===== config.mk =====
export PLATFORM = sky130hd
export DESIGN_NAME = lattice_stream_reader
export DESIGN_NICKNAME = d
export VERILOG_FILES = /design/src/rtl/lattice_stream_reader.sv
export SDC_FILE = /design/constraint.sdc
export NUM_CORES = 1
export LEC_CHECK = 0
export BUFFER_PORTS_ARGS = -buffer_cell sky130_fd_sc_hd__buf_4
export CORE_ASPECT_RATIO = 0.75
export CORE_MARGIN = 2
export CORE_UTILIZATION = 50
export DETAILED_ROUTE_END_ITERATION = 12
export PLACE_DENSITY = 0.78
export SYNTH_ARGS = -nofsm -noshare
export SYNTH_HDL_FRONTEND = slang
export SYNTH_SLANG_ARGS = --single-unit

===== constraint.sdc =====
create_clock -name clk -period 14.3 [get_ports clk]
set_input_delay 2.145 -clock clk [delete_from_list [all_inputs] [get_ports clk]]
set_output_delay 2.145 -clock clk [all_outputs]
set_load 0.01 [all_outputs]

===== src/rtl/lattice_stream_reader.sv =====
// Streams one LBM lattice frame from a banked BRAM onto an AXI4-Stream master, one node per beat.
// Optional SOF_TUSER_EN adds m_axis_tuser marking the node-0 beat.
module lattice_stream_reader #(
  parameter int DATA_WIDTH    = 16,
  parameter int NUM_DIR       = 9,
  parameter int DEPTH         = 2500,
  parameter int ADDRESS_WIDTH = 12,
  parameter int READ_LATENCY  = 1,
  localparam int W            = NUM_DIR*DATA_WIDTH,
  localparam int K            = W/8
) (
  input  logic                     clk,
  input  logic                     rst_n,
  input  logic                     frame_ready,
  output logic                     bram_rd_en,
  output logic [ADDRESS_WIDTH-1:0] bram_rd_addr,
  input  logic [W-1:0]             bram_rd_data,
  output logic [W-1:0]             m_axis_tdata,
  output logic                     m_axis_tvalid,
  input  logic                     m_axis_tready,
  output logic                     m_axis_tlast,
  output logic [K-1:0]             m_axis_tkeep,
`ifdef SOF_TUSER_EN
  output logic                     m_axis_tuser,
`endif
  output logic                     busy,
  output logic                     frame_done,
  output logic                     overrun
);

  localparam int FD = READ_LATENCY + 2;
  localparam int PW = $clog2(FD);
  localparam int CW = $clog2(FD+1) + 1;
`ifdef SOF_TUSER_EN
  localparam int FW = 2;
`else
  localparam int FW = 1;
`endif
  localparam logic [ADDRESS_WIDTH-1:0] LAST_ADDR = ADDRESS_WIDTH'(DEPTH-1);

  typedef enum logic [1:0] {IDLE, ISSUE, DRAIN} state_t;

  state_t                   state_q, state_d;
  logic [ADDRESS_WIDTH-1:0] cnt_q, cnt_d;
  logic                     done_q, ovr_q;

  // Delay line tags each read; flag bit 0 = last node, bit 1 = first node.
  logic [READ_LATENCY-1:0]          vld_pipe_q;
  logic [READ_LATENCY-1:0][FW-1:0]  flg_pipe_q;
  logic [FW-1:0]                    flg_in;

  logic [FD-1:0][FW+W-1:0] mem_q;
  logic [PW-1:0]           wr_ptr_q, rd_ptr_q;
  logic [CW-1:0]           fcnt_q, fcnt_d, infl;
  logic                    credit, push, pop, head_last;

  always_comb begin
    infl = '0;
    for (int i = 0; i < READ_LATENCY; i++) infl = infl + CW'(vld_pipe_q[i]);
  end

  assign credit = (infl + fcnt_q) < CW'(FD);

  always_comb begin
    flg_in    = '0;
    flg_in[0] = (cnt_q == LAST_ADDR);
`ifdef SOF_TUSER_EN
    flg_in[1] = (cnt_q == '0);
`endif
  end

  assign m_axis_tvalid = (fcnt_q != '0);
  assign head_last     = mem_q[rd_ptr_q][W];
  assign pop           = m_axis_tvalid && m_axis_tready;
  assign push          = vld_pipe_q[READ_LATENCY-1];

  always_comb begin
    state_d    = state_q;
    cnt_d      = cnt_q;
    bram_rd_en = 1'b0;
    case (state_q)
      IDLE: if (frame_ready) begin
        state_d = ISSUE;
        cnt_d   = '0;
      end
      ISSUE: if (credit) begin
        bram_rd_en = 1'b1;
        if (cnt_q == LAST_ADDR) begin
          cnt_d   = '0;
          state_d = DRAIN;
        end else begin
          cnt_d = cnt_q + 1'b1;
        end
      end
      DRAIN: if (pop && head_last) state_d = IDLE;
      default: state_d = IDLE;
    endcase
  end

  always_comb begin
    fcnt_d = fcnt_q;
    if (push && !pop) fcnt_d = fcnt_q + 1'b1;
    else if (!push && pop) fcnt_d = fcnt_q - 1'b1;
  end

  always_ff @(posedge clk) begin
    if (!rst_n) begin
      state_q    <= IDLE;
      cnt_q      <= '0;
      done_q     <= 1'b0;
      ovr_q      <= 1'b0;
      vld_pipe_q <= '0;
      flg_pipe_q <= '0;
      wr_ptr_q   <= '0;
      rd_ptr_q   <= '0;
      fcnt_q     <= '0;
    end else begin
      state_q       <= state_d;
      cnt_q         <= cnt_d;
      done_q        <= pop && head_last;
      if (frame_ready && state_q != IDLE) ovr_q <= 1'b1;
      vld_pipe_q[0] <= bram_rd_en;
      flg_pipe_q[0] <= flg_in;
      for (int i = 1; i < READ_LATENCY; i++) begin
        vld_pipe_q[i] <= vld_pipe_q[i-1];
        flg_pipe_q[i] <= flg_pipe_q[i-1];
      end
      if (push) wr_ptr_q <= (wr_ptr_q == PW'(FD-1)) ? '0 : wr_ptr_q + 1'b1;
      if (pop)  rd_ptr_q <= (rd_ptr_q == PW'(FD-1)) ? '0 : rd_ptr_q + 1'b1;
      fcnt_q        <= fcnt_d;
    end
  end

  // Payload storage needs no reset; validity lives in fcnt_q.
  always_ff @(posedge clk) begin
    if (push) mem_q[wr_ptr_q] <= {flg_pipe_q[READ_LATENCY-1], bram_rd_data};
  end

  assign bram_rd_addr = cnt_q;
  assign m_axis_tdata = mem_q[rd_ptr_q][W-1:0];
  assign m_axis_tlast = m_axis_tvalid && head_last;
  assign m_axis_tkeep = m_axis_tvalid ? {K{1'b1}} : {K{1'b0}};
`ifdef SOF_TUSER_EN
  assign m_axis_tuser = m_axis_tvalid && mem_q[rd_ptr_q][W+1];
`endif
  assign busy       = (state_q != IDLE);
  assign frame_done = done_q;
  assign overrun    = ovr_q;

endmodule


Yosys cells after proc, flatten, opt, wreduce, memory -nomap -nowiden
Index checks and enable logic that the tools add are counted.
- input bits: 148
- output and inout port bits: 180
- bits in registers: 460
- $add $sub $neg: 6
- $lt $le $gt $ge: 4
- muxes and demuxes: 21
- eq/ne operators: 9
- reduce and logical (&&, ||, !) cells: 16
- operator list (operator ; number):
    $bwmux W435 ; 1
    $bmux W145 S2 ; 1
    $demux W145 S2 ; 1
    $mux W145 ; 2
    $mux W12 ; 3
    $pmux W12 S2 ; 1
    $mux W18 ; 1
    $add A12 B1 Y12 const B ; 1
    $eq A12 B12 Y1 const B ; 1
    $mux W2 ; 6
    $ne A2 B2 Y1 const B ; 4
    $logic_and A1 B1 Y1 ; 7
    $eq A2 B2 Y1 const B ; 3
    $lt A2 B3 Y1 const B ; 2
    $mux W3 ; 2
    $pmux W2 S3 ; 1
    $reduce_bool A2 Y1 ; 3
    $add A2 B1 Y2 const B ; 2
    $reduce_and A4 Y1 ; 1
    $add A1 B3 Y3 ; 1
    $add A3 B1 Y3 const B ; 1
    $lt A3 B2 Y1 const B ; 1
    $reduce_and A3 Y1 ; 1
    $reduce_bool A3 Y1 ; 1
    6 further kinds ; 8

Depth between registers and ports, before layout
- depth after elaboration: 5
- depth in mapped cells: 8
- mapped depth without buffers: 8

Worst setup path after synthesis
No wires, ideal clock.
- path type: reg-to-reg
- start point: register vld_pipe_q (netlist: push)
- end point: register mem_q[0] (netlist name), enable pin
- cell stages (with the launch flop): 3
- buffers on the path: 0
- setup time: 831 ps
- slack: 3148 ps
- arrival: 10321 ps
- data required time: 13469 ps
- path through: dfxtp_1 > inv_1 > nor3_1
- RTL lines (item ; line ; text):
    start, declared ; 48 ; logic [READ_LATENCY-1:0] vld_pipe_q;
    start signal, assigned by index ; 125 ; vld_pipe_q[i] <= vld_pipe_q[i-1];
    end signal, assigned by index ; 136 ; if (push) mem_q[wr_ptr_q] <= {flg_pipe_q[READ_LATENCY-1], bram_rd_data};
    end, declared ; 52 ; logic [FD-1:0][FW+W-1:0] mem_q;
No word-level cell between the ends.

Worst setup path in the final report
- start point: register rd_ptr_q[0]
- end point: output port m_axis_tdata[50]
- word-level cells in the longest chain between the ends: 2
- RTL lines (item ; line ; text):
    start, declared ; 53 ; logic [PW-1:0] wr_ptr_q, rd_ptr_q;
    start signal, assigned ; 129 ; if (pop) rd_ptr_q <= (rd_ptr_q == PW'(FD-1)) ? '0 : rd_ptr_q + 1'b1;
    $bmux W145 S2 ; 140 ; assign m_axis_tdata = mem_q[rd_ptr_q][W-1:0];
    $mux W145 (implied by the code) ; 140 ;
    end, declared ; 18 ; output logic [W-1:0] m_axis_tdata,
No other way between the ends. The select of a mux whose other input is x is not followed.

==> impl_metrics.toml <==
[run_status]
status = "complete, no violations"

[route]
route.vias.total = 9977
wl_per_cell_um = 19.4
wirelength_mm = 36.7
via_per_inst = 5.28
drc_errors = 0
drt_pass1_iterations = 4
drtAntennaViolNets = 0
drtIter0Drc = 658

[grt]
grt_usage_pct = 19.7
grt_max_degree = 94
grt-ovfl-total = 0
grt_pass1_wl_mm = 55.4
grt_pass1_vias = 10100
grt_antenna_before_repair = 1

[clock_tree]
clockBufferDepth = 3
ctsResizeCount = 0
hold_buffers = 0
clock-sinks = 460
insertion_delay_ns = 0.54
cts-htree-levels = 2
cts_buffers = 43
clk_pin_slew_ns = 0.06
cts_root_buf = "clkbuf_16"
post_cts_buffers = 0
cts_tree = "done"

[timing]
rsz0062_at_grt = "false"
tightest_slew_ns = 0.993
skew_ns = 0.0123
min_period_ns = 5.32
finalHoldViolCount = 0
finalSetupViolations = 0
drv_slew = 0
finalSetupTns_ns = 0
setup_slack_ns = 8.98
timing.fmax_mhz = 188
max-slew-margin-rel_pct = 33.8
min_period_over_period_pct = 37.2

[worst_setup_path]
r2r_cells = 8
crit_chain = "buf_4 -> mux2i_1 -> o21ai_0 -> buf_4"
cpLargestDelayFamily = "buffers and inverters"
critPathCaptureType = "primary output"
crit_cells = 4
reg2reg_from = "fcnt_q[0]"
arrival_ns = 3.18
cpPeakStageDelay_ns = 0.91
slowest_stage = "dfxtp_4"
setup.worst_path.start_class = "register"
crit_path_frequent_cell = "buf_4"
reg2reg_slack_ns = 11.54
path_max_fanout = 52
path_buf_inv = 2
r2r-end = "fcnt_q[2]"
worstPathRequired_ns = 12.15
path_class = "register to primary output"

[floorplanning]
die_h_um = 166
core_area_mm2 = 0.0345
rows = 59
fp.dieW_um = 220
initial_utilization_pct = 50.5
dieArea_mm2 = 0.0364
io_pins = 328

[yosys]
synth_cells = 1086
avgSynthCellArea_um2 = 16.0
yosys_warnings = 0
synth_area_mm2 = 0.0174
synth_edf_count = 435
synthFlopType = "edfxtp_1"
ys_seq_area_share_pct = 77.9
yosys.cell_types.count = 40
postSynth.asyncResetShare_pct = 0
synth-seq-cells = 460
syn-num-nets = 1239

[placement]
portBuffers = 327
placed_area_mm2 = 0.0202
place_ws_ns = 9.52
dp_hpwl_mm = 22.0
gp_congestion = 0.772

[worst_hold_path]
min_from = "flg_pipe_q"
hp-class = "register to register"
hold_end = "mem_q[144]"
min_path_cells = 0

[final_layout]
fin_nets = 1551
syn2layout_area_growth_pct = 23.7
stdcell_area_mm2 = 0.0215
layout_commonest_cell = "edfxtp_1"
final_cell_mix = "435 x edfxtp_1, 342 x buf_4, 154 x nand2_1"
drive_gt1_share_pct = 28.7

[run]
maxCapViolCount = 0

[power_and_ir_drop]
vdd_drop_max_v = 0.000110
p_leak_nw = 7.29
power_density_mw_per_mm2 = 161
final cells by class:
class                      count  area, um2
antenna                        1       2.50
clock buffer                  60       1210
clock inverter                17        114
fill                        2507      12900
inverter                       5       18.8
multi-input combinational    546       3480
sequential                   460      13600
tap                          457        572
timing repair buffer         342       2570
power breakdown:
| part | switching [mW] | internal [mW] | total, mW |
|---|---|---|---|
| logic | 0.438 | 0.412 | 0.850 |
| clock network | 0.461 | 0.611 | 1.07 |
| registers | 0.0408 | 1.50 | 1.54 |
logic make-up after synthesis:
family          after synthesis  share of synthesized area, %
simple gates                214                          5.34
xor+xnor                      3                         0.151
compound gates              175                          5.37
mux                         149                          8.56
fa+ha+maj                     5                         0.402
flops                       460                          77.9
buf+inv                      80                          2.31
worst max-delay path by stage:
stage,slack [ns],start,to
3_3_place_gp,9.52,rd_ptr_q[0],m_axis_tdata[50]
6_report,8.98,rd_ptr_q[0],m_axis_tdata[50]
3_5_place_dp,9.52,rd_ptr_q[0],m_axis_tdata[50]
2_1_floorplan,3.15,push,mem_q[0]
4_1_cts,8.92,rd_ptr_q[0],m_axis_tdata[50]
5_1_grt,8.81,rd_ptr_q[0],m_axis_tdata[52]
sequential cells by signal, indices dropped and copies added, names as in the netlist:
signal / cells
rd_ptr_q: 2
wr_ptr_q: 2
flg_pipe_q: 1
mem_q: 435
push: 1
fcnt_q: 3
overrun: 1
frame_done: 1
state_q: 2
bram_rd_addr: 12
cells in the mapped netlist (2+ instances only):
cell	count	area (um2)
a21oi_1	12	60.1
a22oi_1	4	30.0
and3_1	3	18.8
buf_1	5	18.8
buf_2	21	105
buf_4	20	150
clkbuf_1	29	109
dfxtp_1	25	500
edfxtp_1	435	13100
ha_1	4	50.1
inv_1	5	18.8
mux2i_1	149	1490
nand2_1	154	578
nand3_1	10	50.1
nand3b_1	2	15.0
nand4_1	6	37.5
nor2_1	10	37.5
nor2b_1	4	25.0
nor3_1	5	25.0
nor4_1	3	18.8
o211ai_1	2	15.0
o21ai_0	151	756
or3_1	8	50.1
xor2_1	3	26.3
worst register-to-register path, cell delays in order, from the launching register on:
cell     delay, ns
dfxtp_1       0.36
or3_1         0.67
nand2_1       0.34
ha_1          0.23
inv_1         0.06
fa_1          0.39
xor2_1        0.18
or3_1         0.30
a21oi_1       0.16
per-layer routing:
layer / GRT usage [%] / share of wire, % / wire (um) / up-vias
met2: 31.5 / 48 / 17600 / 292
li1: - / - / - / 4704
met5: 0 / 0 / 0 / -
met4: 5.43 / 2.1 / 771 / 0
met1: 26.0 / 41 / 15000 / 4924
met3: 6.56 / 9.2 / 3370 / 57
metrics by stage:
step / instances / hold WS [ns] / power [mW] / util, %
after floorplan: 1086 / 0.421 / 2.06 / -
after global placement: 1810 / 0.441 / 2.41 / 58.6
after detailed placement: 1810 / 0.445 / 2.43 / 58.6
after CTS: 1887 / 0.459 / 3.50 / 62.5
after global routing: 1888 / 0.487 / 3.61 / 62.5
final: 1888 / 0.457 / 3.46 / 62.5
Note: power is estimated with default switching activity, not from simulation.
